===== config.mk =====
export PLATFORM = sky130hd
export DESIGN_NAME = instr_fetch
export DESIGN_NICKNAME = d
export VERILOG_FILES = /design/src/rtl/instr_fetch.sv
export SDC_FILE = /design/constraint.sdc
export NUM_CORES = 1
export LEC_CHECK = 0
export CELL_PAD_IN_SITES_DETAIL_PLACEMENT = 0
export CELL_PAD_IN_SITES_GLOBAL_PLACEMENT = 1
export CORE_MARGIN = 4
export CORE_UTILIZATION = 35
export DETAILED_ROUTE_END_ITERATION = 10
export GPL_TIMING_DRIVEN = 0
export PLACE_DENSITY = 0.77
export RECOVER_POWER = 100
export SYNTH_ARGS = -nofsm -noshare
export SYNTH_HDL_FRONTEND = slang
export SYNTH_SLANG_ARGS = --single-unit

===== constraint.sdc =====
create_clock -name clk -period 2.2 [get_ports clk]
set_input_delay 0.55 -clock clk [delete_from_list [all_inputs] [get_ports clk]]
set_output_delay 0.55 -clock clk [all_outputs]
set_load 0.01 [all_outputs]

===== src/rtl/instr_fetch.sv =====
// -----------------------------------------------------------------------------
// instr_fetch
//
// Instruction fetch stage feeding the instruction field decoder. It owns the
// program counter and keeps at most one request outstanding to instruction
// memory. Each returned word is placed, together with its address, in a
// single-entry valid/ready output slot. A redirect loads a new PC, flushes the
// slot and makes sure any response still in flight for the old path is dropped.
//
// Parameters
//   RESET_PC     PC loaded on reset (bits [1:0] must be zero)
//   PC_STEP      increment applied after each delivered instruction
//
// Ports
//   clk            rising-edge clock
//   rst_n          asynchronous active-low reset
//   redirect_valid one-cycle pulse: load redirect_pc and flush
//   redirect_pc    new fetch address, bits [1:0] forced to zero
//   imem_req       request valid towards instruction memory
//   imem_addr      request address (the current pc)
//   imem_ready     memory accepts the request when imem_req && imem_ready
//   imem_rvalid    response valid, one per accepted request
//   imem_rdata     response instruction word
//   instr_valid    output slot holds an instruction
//   instruction    instruction word to the decoder
//   instr_pc       address of that instruction
//   instr_ready    decoder consumes the slot when instr_valid && instr_ready
// -----------------------------------------------------------------------------
module instr_fetch #(
  parameter logic [31:0] RESET_PC = 32'h0000_0000,
  parameter logic [31:0] PC_STEP  = 32'd4
) (
  input  logic        clk,
  input  logic        rst_n,
  input  logic        redirect_valid,
  input  logic [31:0] redirect_pc,
  output logic        imem_req,
  output logic [31:0] imem_addr,
  input  logic        imem_ready,
  input  logic        imem_rvalid,
  input  logic [31:0] imem_rdata,
  output logic        instr_valid,
  output logic [31:0] instruction,
  output logic [31:0] instr_pc,
  input  logic        instr_ready
);

  typedef enum logic [1:0] {
    IDLE = 2'd0,
    REQ  = 2'd1,
    WAIT = 2'd2
  } state_t;

  state_t      state, state_nxt;
  logic [31:0] pc, pc_nxt;
  logic [31:0] req_pc, req_pc_nxt;
  logic        discard, discard_nxt;
  logic        instr_valid_nxt;
  logic [31:0] instruction_nxt;
  logic [31:0] instr_pc_nxt;
  logic        out_free;
  logic        handshake;
  logic        unused_redirect_bits;

  // The low redirect address bits are architecturally ignored.
  assign unused_redirect_bits = ^redirect_pc[1:0];

  // A new request is only offered when the slot is empty or being drained this
  // cycle, so a live response can never land on top of an unconsumed word.
  assign out_free  = !instr_valid || instr_ready;
  assign imem_req  = (state == REQ) && out_free;
  assign imem_addr = pc;
  assign handshake = imem_req && imem_ready;

  // Next-state and datapath decisions. Redirect is applied last so that it
  // overrides both the pc update and the slot contents. A response that comes
  // back in the same cycle as a redirect is simply dropped; one that comes back
  // after a redirect was seen while waiting is dropped via the discard flag.
  always_comb begin
    state_nxt       = state;
    pc_nxt          = pc;
    req_pc_nxt      = req_pc;
    discard_nxt     = discard;
    instr_valid_nxt = instr_valid;
    instruction_nxt = instruction;
    instr_pc_nxt    = instr_pc;

    if (instr_valid && instr_ready) begin
      instr_valid_nxt = 1'b0;
    end

    case (state)
      IDLE: begin
        state_nxt = REQ;
      end

      REQ: begin
        if (handshake) begin
          req_pc_nxt = pc;
          state_nxt  = WAIT;
          if (redirect_valid) begin
            discard_nxt = 1'b1;
          end
        end
      end

      WAIT: begin
        if (imem_rvalid) begin
          state_nxt   = REQ;
          discard_nxt = 1'b0;
          if (!discard && !redirect_valid) begin
            instruction_nxt = imem_rdata;
            instr_pc_nxt    = req_pc;
            instr_valid_nxt = 1'b1;
            pc_nxt          = req_pc + PC_STEP;
          end
        end else if (redirect_valid) begin
          discard_nxt = 1'b1;
        end
      end

      default: begin
        state_nxt = IDLE;
      end
    endcase

    if (redirect_valid) begin
      pc_nxt          = {redirect_pc[31:2], 2'b00};
      instr_valid_nxt = 1'b0;
    end
  end

  // State and datapath registers; reset returns everything to a clean start
  // so that a late response after reset release arrives in IDLE or REQ and
  // is ignored there.
  always_ff @(posedge clk or negedge rst_n) begin
    if (!rst_n) begin
      state       <= IDLE;
      pc          <= RESET_PC;
      req_pc      <= 32'h0;
      discard     <= 1'b0;
      instr_valid <= 1'b0;
      instruction <= 32'h0;
      instr_pc    <= 32'h0;
    end else begin
      state       <= state_nxt;
      pc          <= pc_nxt;
      req_pc      <= req_pc_nxt;
      discard     <= discard_nxt;
      instr_valid <= instr_valid_nxt;
      instruction <= instruction_nxt;
      instr_pc    <= instr_pc_nxt;
    end
  end

endmodule


# Word level (Yosys, flattened, before mapping)
# Index checks and enable logic that the tools add are counted.
totals:
  ff_bits: 132
  inputBits: 70
  wordCells: 46
classes:
  add_sub_neg: 1
  eq_ne: 4
  muxes: 16
  reduce_logical: 18
ops:
  columns: ["operator", "n"]
  rows:
  - ["32-bit two-way mux", 4]
  - ["32-bit by 3-bit adder with 32-bit output, second input constant", 1]
  - ["1-bit two-way mux", 8]
  - ["2-bit nonzero test", 4]
  - ["2-bit one-hot mux with 3 select lines", 1]
  - ["2-bit AND reduction", 3]
  - ["3-bit AND reduction", 2]
  - ["1-bit logical AND", 4]
  - ["2-bit two-way mux", 2]
  - ["2-bit != test, second input constant", 2]
  - ["1-bit zero test", 3]
  - ["2-bit by 1-bit equality test with 1-bit output, second input constant", 1]
  - ["2-bit equality test, second input constant", 1]
  - ["2-bit zero test", 1]
  - ["1-bit one-hot mux with 2 select lines", 1]
  - ["1-bit logical OR", 1]

# Longest topological paths before layout
# Gate-level depths: netlist of run 1.
depth:
  depth_word: 6
  mapped_depth: 7
  mapped_depth_nobuf: 6

# Worst setup path after synthesis of run 1
# OpenSTA, ideal clock, no wires.
synth_path:
  path_type: "input -> register"
  from: "input port instr_ready"
  to: "register req_pc[23]"
  arrival_ns: 1.643
  t_required_ns: 2.075
  slack_ns: 0.432
  stages: 4
  n_path_buf: 1
  path_cell_list: "nand2b_1 -> nand4b_1 -> clkbuf_1 -> mux2_2"
synth_via:
  elab_chain_cells: 4
synth_lines:
  columns: ["item", "line_no", "rtl"]
  rows:
  - ["from (decl)", "45", "input logic instr_ready"]
  - ["1-bit logical OR", "70", "assign out_free = !instr_valid || instr_ready;"]
  - ["1-bit logical AND", "71", "assign imem_req = (state == REQ) && out_free;"]
  - ["1-bit logical AND", "73", "assign handshake = imem_req && imem_ready;"]
  - ["2-bit AND reduction (no source line)", null, null]
  - ["to (signal assigned)", "148", "req_pc <= req_pc_nxt;"]
  - ["to (decl)", "56", "logic [31:0] req_pc, req_pc_nxt;"]
# Every way passes these cells.
# A chain may end at the register's enable or synchronous reset.

# Worst setup path after layout of run 1
layout_path:
  from: "input port instr_ready"
  to: "output port imem_req"
layout_via:
  elab_chain_cells: 2
layout_lines:
  columns: ["item", "line_no", "rtl"]
  rows:
  - ["1-bit logical OR", "70", null]
  - ["1-bit logical AND", "71", null]
  - ["to (decl)", "37", "output logic imem_req,"]
# Every way passes these cells.

==> results of run 1 <==
state kept, by name, summed over array words and instances (netlist names):
name / flops
discard: 1
instruction: 32
imem_addr: 32
instr_pc: 32
instr_valid: 1
state: 2
req_pc: 32
power breakdown:
part | internal (W) | total, W | leakage, nW | switching (W)
Sequential | 0.00315 | 0.00380 | 1.70 | 0.000653
Clock | 0.00185 | 0.00287 | 0.294 | 0.00102
Combinational | 0.00137 | 0.00255 | 2.08 | 0.00118
Total | 0.00637 | 0.00922 | 4.07 | 0.00285
layer usage:
layer	routed length, um	part of all wire
met5	0	0
met4	344	0.020
met3	1147	0.068
met2	7852	0.47
met1	7461	0.44
metrics by stage:
stage | util | setup WS (ns) | cells
final | 0.5206 | 0.07478 | 1004
after CTS | 0.5192 | 0.05374 | 999
after global placement | 0.4795 | -4.571 | 967
after floorplan | - | 0.4321 | 586
after global routing | 0.5206 | 0.02136 | 1004
after detailed placement | 0.4813 | -0.4760 | 968
worst register-to-register path, cell delays in order, from the launching register on:
cell      delay [ns]
dfrtp_1         0.45
ha_1            0.26
nand4_2         0.20
nor2_1          0.41
nand4b_1        0.18
xnor2_1         0.15
a221o_1         0.31
logic make-up after synthesis:
| logic type | synth area share |
|---|---|
| simple gates | 0.2359 |
| flops | 0.5744 |
| compound gates | 0.05374 |
| mux | 0.06963 |
| buf+inv | 0.02459 |
| xor+xnor | 0.03960 |
| fa+ha+maj | 0.002175 |
Yosys cell counts, types with 2 or more instances:
library cell / number
and3_1: 6
a221o_1: 3
o21ai_0: 4
o21ai_1: 8
xor2_1: 16
mux2_2: 32
nand2_1: 243
nand4b_1: 3
mux2i_1: 4
clkbuf_1: 21
nor2b_1: 2
nand3_1: 13
buf_2: 11
nand2b_1: 4
nand4_1: 6
nor3b_1: 5
a21oi_1: 13
o221ai_1: 15
nand3_2: 2
nor2_1: 15
nand4_2: 2
dfrtp_1: 132
xnor2_1: 10
what timing repair did:
item                       4_1_cts  5_1_grt
cloned                           0        0
setup endpoints to repair       11       18
pin swaps                        0        1
gates resized for setup          3        4
setup buffers                    0        5
placed cells by master (no fill, tap or decap), types with 3 or more instances in the layout:
cell / n
dlygate4sd3_1: 98
buf_4: 5
nand4_1: 6
dfrtp_1: 132
mux2_2: 32
xor2_1: 16
nor3b_1: 6
nand3_1: 13
and3_1: 6
buf_2: 6
nor2_1: 15
nand2_1: 243
nand4b_1: 3
clkbuf_16: 17
clkbuf_1: 20
o221ai_1: 15
clkdlybuf4s50_1: 65
clkinv_2: 5
nand2b_1: 4
clkbuf_2: 9
clkbuf_8: 3
xnor2_1: 10
a21oi_1: 13
a221o_1: 3
o21ai_0: 10
bufinv_16: 3
mux2i_1: 4
worst paths after layout:
path | cells after the start | slack (ns) | to | startpoint
worst max-delay path | 4 | 0.07 | imem_req | instr_ready
worst min-delay path | 2 | 0.47 | instr_pc[30]$_DFFE_PN0P_ | instr_pc[30]$_DFFE_PN0P_
worst max register to register | 6 | 0.13 | imem_addr[30]$_DFFE_PN0P_ | req_pc[2]$_DFFE_PN0P_
worst min register to register | 2 | 0.47 | instr_pc[30]$_DFFE_PN0P_ | instr_pc[30]$_DFFE_PN0P_
max in group asynchronous | 2 | 0.61 | imem_addr[15]$_DFFE_PN0P_ | rst_n
min in group asynchronous | 1 | 0.56 | instruction[2]$_DFFE_PN0P_ | rst_n
cell type report:
class,instances,share of cell area
Multi-Input combinational cell,420,0.2762
Tap cell,216,0.03244
Clock buffer,21,0.05647
Clock inverter,10,0.01562
Sequential cell,132,0.3965
Buffer,33,0.01697
Inverter,1,0.0004506
Timing Repair Buffer,171,0.2053
==> impl_metrics.csv, run 1 <==
group,metric,value,unit
outcome,status,"complete, but fails checks",
outcome,violations,"capacitance limit, slew limit",
yosys,yosys_warnings,0,
clock_network,path_clk_slew,0.06,ns
floorplan,initial_core_util,0.3594,
worst_setup_path,cp_max_fo,3,
layout,multi_input_area,0.002301,mm^2
pwr,peakVddDrop,0.5884,mV
yosys,synthTopCellsByArea,"dfrtp_1 (57%), nand2_1 (16%), mux2_2 (6.3%), xor2_1 (2.4%), o221ai_1 (2.3%)",
routing,avgRoutedWirePerCell,16.74,um
layout,drive_above_1_share,0.1142,
placement,port_buffers,165,
global_route,use_met3,0.05514,
worst_setup_path,max_stage_delay,0.45,ns
yosys,ys_ff_latch,132,
sta,fin_crit,2.125,ns
sta,min_period_over_period,0.9660,
sta,max_freq,0.4705,GHz
routing,routed_via_density,4.829,
routing,ant_nets,0,
sta,tightestPinTransition,1.627,ns
worst_setup_path,cp_cell_sequence,"clkdlybuf4s50_1, nand2b_1, and3b_1, dlygate4sd2_1",
worst_setup_path,critPathSlowestCell,"clkdlybuf4s50_1",
yosys,synth_fp_nets,657,
layout,fin_area,0.008330,mm^2
pwr,power_density,1107,mW/mm^2
sta,setup_viol,0,
sta,hold_viol,0,
worst_setup_path,worstSetupEndpointType,"output port",
yosys,avgSynthCellArea,9.813,um^2
layout,nFillCells,1478,
worst_setup_path,crit_arrival,1.58,ns
placement,hpwl,12.10,mm
floorplan,rows,46,
global_route,grt_pass1_wl,26.70,mm
layout,syn_to_final_growth,44.87,%
clock_network,cts_root_buf,"clkbuf_16",
placement,placed_area,0.007701,mm^2
routing,wirelength,16.81,mm
placement,routabilityCongestion,0.8078,
global_route,top_usage_layer,"met2",
sta,holdWs,0.4656,ns
min_path,hold_path.class,"reg2reg",
run,maxCapViolations,1,
global_route,grt_pass1_vias,4962,
layout,diodes,0,
worst_setup_path,worstPathRequired,1.65,ns
yosys,synth_top_area_frac,0.5744,
sta,finalMaxSlewViolations,64,
worst_setup_path,path_delay_family,"buffers and inverters",
routing,drcViolationCount,0,
global_route,grt_use_total,0.1856,
global_route,grt_antenna_before_repair,0,
yosys,ys.flop_type,"dfrtp_1",
sta,rsz0062_at_grt,"no",
clock_network,htree_num_levels,4,
routing,drt-pass1-iter-count,4,
global_route,met1_usage,0.2426,
routing,initialDrtViolationCount,214,
layout,nNetsFinal,847,
floorplan,fp.dieW,136.2,um
yosys,netlist_instances,586,
floorplan,pin_count,168,
routing,via_count,4848,
pwr,power.total,0.009223,W
global_route,grt_max_degree,70,
clock_network,cts_buffers,17,
layout,register_area,0.003303,mm^2
sta,slew_headroom,-0.08484,
clock_network,cts_buffer_depth,2,
yosys,synth_edf_count,0,
yosys,synth_area_leader_cell,"dfrtp_1",
floorplan,core,0.01600,mm^2
yosys,ys_async_sr_fraction,1.000,
clock_network,cts_tree,"done",
floorplan,fp.dieArea,0.01855,mm^2
yosys,synthDistinctLibCells,39,
worst_setup_path,path_class,"in2out",
clock_network,clock_latency,0.41,ns
clock_network,cts.sinks,132,
sta,fin_worst_skew,0.008890,ns
yosys,syn_area,0.005751,mm^2
global_route,met2_usage,0.2953,
pwr,p_leak,4.073,nW
worst_setup_path,cp-start-kind,"input pin",
floorplan,die_h,136.2,um
clock_network,cts_hold_buf,0,
global_route,overflow,0,
sta,setup_tns,0,ns
worst_setup_path,cp_num_buf_inv,2,
yosys,seq_area_frac_synth,0.5744,
(Power assumes the default switching activity.)
==> run 2: changes to the inputs <==
- CORE_ASPECT_RATIO: not set -> 0.9
==> run 2 against run 1 <==
  * The flow now finishes without violations
  * First-iteration DRC count decreased by 0.93%
  * Fmax is 1.7% lower
  * Critical path type unchanged
  * Design area is 0.84% lower
  * Flip-flop and latch count unchanged
  * Critical endpoint unchanged
  * Via count shrank 0.39%
  * Global-route usage increased by 0.42 points
==> impl_metrics.csv, run 2 (synthesized netlist as in run 1, its figures left out) <==
group,metric,value,unit
layout,nFillCells,1465,
global_route,use_met3,0.05756,
clock_network,cts_tree,"done",
clock_network,cts_buffer_depth,2,
global_route,grt_max_degree,78,
placement,routabilityCongestion,0.8255,
clock_network,path_clk_slew,0.05,ns
global_route,top_usage_layer,"met2",
routing,drcViolationCount,0,
layout,final_util,0.5121,
worst_setup_path,rrSetupSlack,0.13,ns
layout,register_area,0.003303,mm^2
worst_setup_path,cp-start-kind,"input pin",
global_route,met2_usage,0.2983,
floorplan,initial_core_util,0.3565,
sta,hold_viol,0,
clock_network,cts_hold_buf,0,
sta,fin_crit,2.163,ns
routing,initialDrtViolationCount,212,
global_route,grt_use_total,0.1898,
routing,drt-pass1-iter-count,4,
layout,multi_input_area,0.002292,mm^2
placement,hpwl,12.16,mm
clock_network,cts.sinks,132,
outcome,status,"complete, no violations",
global_route,grt_pass1_wl,26.97,mm
global_route,met1_usage,0.2562,
min_path,hold_path.class,"in2async",
global_route,grt_antenna_before_repair,0,
worst_setup_path,reg2reg_from,"req_pc[2]$_DFFE_PN0P_",
worst_setup_path,path_class,"in2out",
pwr,peakVddDrop,0.5940,mV
floorplan,die_h,129.6,um
sta,slew_headroom,0.04690,
layout,final_common_cell,"nand2_1",
sta,setup_viol,0,
worst_setup_path,cp_max_fo,3,
worst_setup_path,reg2reg_to,"imem_addr[30]$_DFFE_PN0P_",
routing,wirelength,16.89,mm
sta,max_freq,0.4623,GHz
routing,ant_nets,0,
clock_network,htree_num_levels,4,
floorplan,fp.dieW,143.1,um
sta,rsz0062_at_grt,"no",
clock_network,cts_root_buf,"clkbuf_16",
worst_setup_path,worstSetupEndpointType,"output port",
pwr,power.total,0.009087,W
sta,fin_worst_skew,0.007837,ns
sta,min_period_over_period,0.9832,
layout,nNetsFinal,846,
clock_network,cts_buffers,17,
layout,mostFrequentLayoutCells,"nand2_1 (243), dfrtp_1 (132), dlygate4sd3_1 (97)",
pwr,p_leak,4.037,nW
floorplan,pin_count,168,
clock_network,clock_latency,0.42,ns
pwr,power_density,1100,mW/mm^2
worst_setup_path,crit_arrival,1.61,ns
layout,syn_to_final_growth,43.65,%
routing,via_count,4829,
routing,routed_via_density,4.858,
floorplan,fp.dieArea,0.01855,mm^2
run,maxCapViolations,0,
layout,diodes,0,
global_route,grt_pass1_vias,4991,
worst_setup_path,worstPathRequired,1.65,ns
sta,tightestPinTransition,1.430,ns
global_route,overflow,0,
routing,avgRoutedWirePerCell,16.99,um
floorplan,rows,44,
worst_setup_path,reg2reg_depth,6,
placement,port_buffers,165,
layout,drive_above_1_share,0.1080,
floorplan,core,0.01613,mm^2
sta,finalMaxSlewViolations,0,
==> run 2: cell count changes in the layout (fill, tap and decap cells not counted), sizes merged <==
cell           change
buf                -5
bufinv             -2
clkbuf            +11
clkdlybuf4s50      +1
clkinv             -3
clkinvlp           -2
dlygate4sd3        -1
==> run 2: worst max-delay path by stage <==
stage	startpoint	end	slack [ns]	cells past startpoint
after detailed placement	imem_rvalid	imem_addr[21]$_DFFE_PN0P_	-0.51	6
after global placement	rst_n	instr_pc[14]$_DFFE_PN0P_	-4.60	1
after CTS	imem_rvalid	imem_addr[24]$_DFFE_PN0P_	0.03	6
after floorplan	instr_ready	req_pc[23]$_DFFE_PN0P_	0.43	4
after global routing	imem_rvalid	imem_addr[14]$_DFFE_PN0P_	0.003	7
final	instr_ready	imem_req	0.04	4
==> run 2: final cells by class <==
class,count,share of cell area
Clock buffer,28,0.06498
Inverter,1,0.0004544
Multi-Input combinational cell,420,0.2775
Clock inverter,3,0.004847
Buffer,33,0.01712
Sequential cell,132,0.3999
Timing Repair Buffer,170,0.2039
Tap cell,207,0.03135
==> run 2: report_power, final <==
| part | leakage (nW) | internal [W] | switching [W] |
|---|---|---|---|
| Sequential | 1.70 | 0.00315 | 0.000620 |
| Clock | 0.286 | 0.00176 | 0.000995 |
| Combinational | 2.05 | 0.00137 | 0.00120 |
==> run 2: per-layer routing <==
layer,wire length [um],part of all wire
met2,7894,0.47
met3,1210,0.072
met1,7617,0.45
met4,164,0.0097
met5,0,0
==> run 2: critical path, cell delays in order <==
cell and delay, ns:
clkdlybuf4s50_1 0.45, nand2b_1 0.16, and3b_1 0.17, dlygate4sd2_1 0.29
==> run 2: what timing repair did <==
item	4_1_cts	5_1_grt
cloned	0	0
setup buffers	0	4
setup endpoints to repair	19	17
pin swaps	0	1
resized for setup	5	1
hold endpoints to repair	0	0
==> run 2: stage by stage <==
step / cell area [um^2] / instances / setup WS, ns / hold slack (ns) / TNS [ns]
floorplan: 5751 / 586 / 0.4321 / 0.2544 / 0
global placement: 7661 / 958 / -4.602 / 0.4559 / -645.10
detailed placement: 7690 / 959 / -0.5088 / 0.4614 / -45.57
CTS: 8275 / 990 / 0.03070 / 0.1037 / 0
global route: 8260 / 994 / 0.003489 / 0.4902 / 0
finish: 8260 / 994 / 0.03695 / 0.4500 / 0
==> run 3: changes to the inputs <==
- ABC_AREA: not set -> 1
- HOLD_SLACK_MARGIN: not set -> 0.12
- PLACE_DENSITY: 0.77 -> 0.78
==> run 3 against run 2 <==
  * The flow now finishes with violations (capacitance limit, slew limit)
  * Register-to-register slack gained 0.10 ns
  * Fmax grew 4.8%
  * Final cell count grew 13%
  * Clock-buffer cell count shrank 4
  * Total power grew 6.8%
  * Sequential share of layout area shrank 1.1 points
  * Synthesized cell count grew 22%
==> impl_metrics.csv, run 3 <==
group,metric,value,unit
placement,dp_slack,-0.1528,ns
sta,fin_crit,2.064,ns
routing,drt-pass1-iter-count,5,
worst_setup_path,crit_arrival,1.51,ns
yosys,ys_async_sr_fraction,1.000,
clock_network,cts_buffers,17,
routing,avgRoutedWirePerCell,16.92,um
global_route,grt_use_total,0.2017,
clock_network,post_cts_buffers,0,
yosys,syn_area,0.006031,mm^2
sta,max_freq,0.4846,GHz
worst_setup_path,cp_max_fo,2,
yosys,seq_area_frac_synth,0.5477,
pwr,peakVddDrop,0.4958,mV
global_route,overflow,0,
worst_setup_path,cp_cell_sequence,"clkdlybuf4s50_1, inv_1, nand2_1, and2_4, dlygate4sd2_1",
sta,hold_viol,0,
yosys,yosys_warnings,0,
sta,tightestPinTransition,1.747,ns
yosys,synth_common_cells,"nand2_1 (232), dfrtp_1 (132), nor2_1 (77), inv_1 (55), nand3_1 (40)",
yosys,ys.flop_type,"dfrtp_1",
layout,syn_to_final_growth,40.81,%
yosys,netlist_instances,716,
layout,mostFrequentLayoutCells,"nand2_1 (233), dfrtp_1 (132), dlygate4sd3_1 (98)",
global_route,grt_max_degree,68,
sta,finalMaxSlewViolations,66,
worst_setup_path,max_stage_delay,0.46,ns
outcome,status,"complete, but fails checks",
floorplan,pin_count,168,
yosys,synthTopCellsByArea,"dfrtp_1 (55%), nand2_1 (14%), nor2_1 (4.8%), inv_1 (3.4%), nand3_1 (3.3%)",
yosys,synth_top_area_frac,0.5477,
outcome,violations,"capacitance limit, slew limit",
yosys,synth_fp_nets,787,
clock_network,cts_tree,"done",
placement,dp_cells,1092,
worst_setup_path,worstPathRequired,1.65,ns
clock_network,cts_buffer_depth,2,
routing,wirelength,19.02,mm
worst_setup_path,path_delay_family,"buffers and inverters",
global_route,grt_antenna_before_repair,0,
layout,diodes,0,
floorplan,rows,45,
sta,fin_worst_skew,0.006873,ns
worst_setup_path,cp-start-kind,"input pin",
global_route,grt_pass1_vias,5445,
yosys,synth_area_leader_cell,"dfrtp_1",
run,maxCapViolations,1,
layout,fin_cells,1124,
yosys,synthDistinctLibCells,40,
floorplan,fp.dieArea,0.01940,mm^2
pwr,power.total,0.009705,W
routing,drcViolationCount,0,
global_route,grt_pass1_wl,30.51,mm
worst_setup_path,path_class,"in2out",
sta,rsz0062_at_grt,"no",
clock_network,path_clk_slew,0.06,ns
min_path,hold_path.class,"reg2reg",
yosys,synth_most_common_cell,"nand2_1",
worst_setup_path,cp_num_buf_inv,3,
worst_setup_path,worstSetupEndpointType,"output port",
yosys,ys_ff_latch,132,
clock_network,cts.sinks,132,
pwr,p_leak,4.155,nW
clock_network,htree_num_levels,4,
placement,hpwl,14.02,mm
layout,nFillCells,1647,
routing,ant_nets,0,
routing,via_count,5420,
routing,initialDrtViolationCount,352,
floorplan,die_h,132.5,um
pwr,power_density,1143,mW/mm^2
worst_setup_path,critPathSlowestCell,"clkdlybuf4s50_1",
yosys,avgSynthCellArea,8.423,um^2
layout,nNetsFinal,971,
sta,setup_slack,0.1363,ns
yosys,synth_edf_count,0,
placement,port_buffers,164,
floorplan,core,0.01689,mm^2
floorplan,initial_core_util,0.3570,
sta,min_period_over_period,0.9381,
sta,slew_headroom,-0.1646,
clock_network,cts_root_buf,"clkbuf_16",
clock_network,clock_latency,0.42,ns
sta,setup_viol,0,
layout,drive_above_1_share,0.08981,
placement,routabilityCongestion,0.8410,
layout,final_common_cell,"nand2_1",
floorplan,fp.dieW,146.4,um
routing,routed_via_density,4.822,
==> run 3: changes by cell type after synthesis, sizes merged, moves of 12 or more <==
| cell | delta |
|---|---|
| xor2 | -15 |
| a21oi | +12 |
| mux2 | -28 |
| inv | +57 |
| o21ai | +38 |
| o221ai | -12 |
| nor2 | +74 |
| clkbuf | -13 |
| nand3 | +26 |
==> run 3: cell families (layout without fill, tap and decap cells) <==
group           Yosys count  count (layout)  synth area share
fa+ha+maj                 1               1          0.002074
flops                   132             132            0.5477
simple gates            388             388            0.2753
compound gates          101             101           0.09897
buf+inv                  88             285           0.06556
xor+xnor                  2               2          0.002905
mux                       4               4          0.007468
==> run 3: power by group <==
part | switching, W | internal (W)
Sequential | 0.000637 | 0.00319
Clock | 0.00105 | 0.00176
Combinational | 0.00169 | 0.00138
Total | 0.00338 | 0.00633
==> run 3: cell type report <==
cell class,count,area (um^2),area share
plain buffers,30,156.4,0.01842
clock buffers,24,481.7,0.05673
clock inverters,8,100.1,0.01179
inverters,58,217.7,0.02564
multi-input cells,496,2306,0.2715
flip-flops and latches,132,3303,0.3890
well taps,211,264.0,0.03109
repair buffers,165,1663,0.1958
==> run 3: repair_timing <==
item,in CTS,in global routing
endpoints found under the setup margin,1,0
hold buffers,0,0
resized for setup,1,0
==> run 3: path summary, 6_finish.rpt <==
check / startpoint / slack, ns / end / cells past startpoint
min in group asynchronous: rst_n / 0.58 / instruction[5]$_DFFE_PN0P_ / 1
max in group asynchronous: rst_n / 0.55 / req_pc[19]$_DFFE_PN0P_ / 2
min: instruction[26]$_DFFE_PN0P_ / 0.47 / instruction[26]$_DFFE_PN0P_ / 2
max: instr_ready / 0.14 / imem_req / 5
min reg2reg: instruction[26]$_DFFE_PN0P_ / 0.47 / instruction[26]$_DFFE_PN0P_ / 2
max reg2reg: req_pc[2]$_DFFE_PN0P_ / 0.23 / imem_addr[28]$_DFFE_PN0P_ / 10
==> run 3: through the flow <==
step | hold WS (ns) | area (um^2) | utilization | TNS, ns
floorplan | 0.2544 | 6031 | - | 0
global placement | 0.4613 | 7936 | 0.4699 | -647.53
detailed placement | 0.4645 | 7965 | 0.4716 | -0.1683
CTS | 0.1386 | 8546 | 0.5059 | 0
global route | 0.4880 | 8492 | 0.5027 | 0
finish | 0.4695 | 8492 | 0.5027 | 0
==> run 3: layer usage <==
layer  GRT usage  routed length, um
met2      0.3086               8324
met3     0.06027               1435
met5           0                  0
met1      0.2868               9093
met4     0.03971                168
==> run 3: worst register-to-register path, stage by stage, from the launching register on <==
cell and delay (ns):
dfrtp_1 0.45, ha_1 0.23, nand2_2 0.07, nor2_1 0.40
nand2_4 0.19, nor2_2 0.18, nand2_1 0.07, nand2_1 0.06
nand3_1 0.10, nand2_1 0.08, nand2_1 0.04
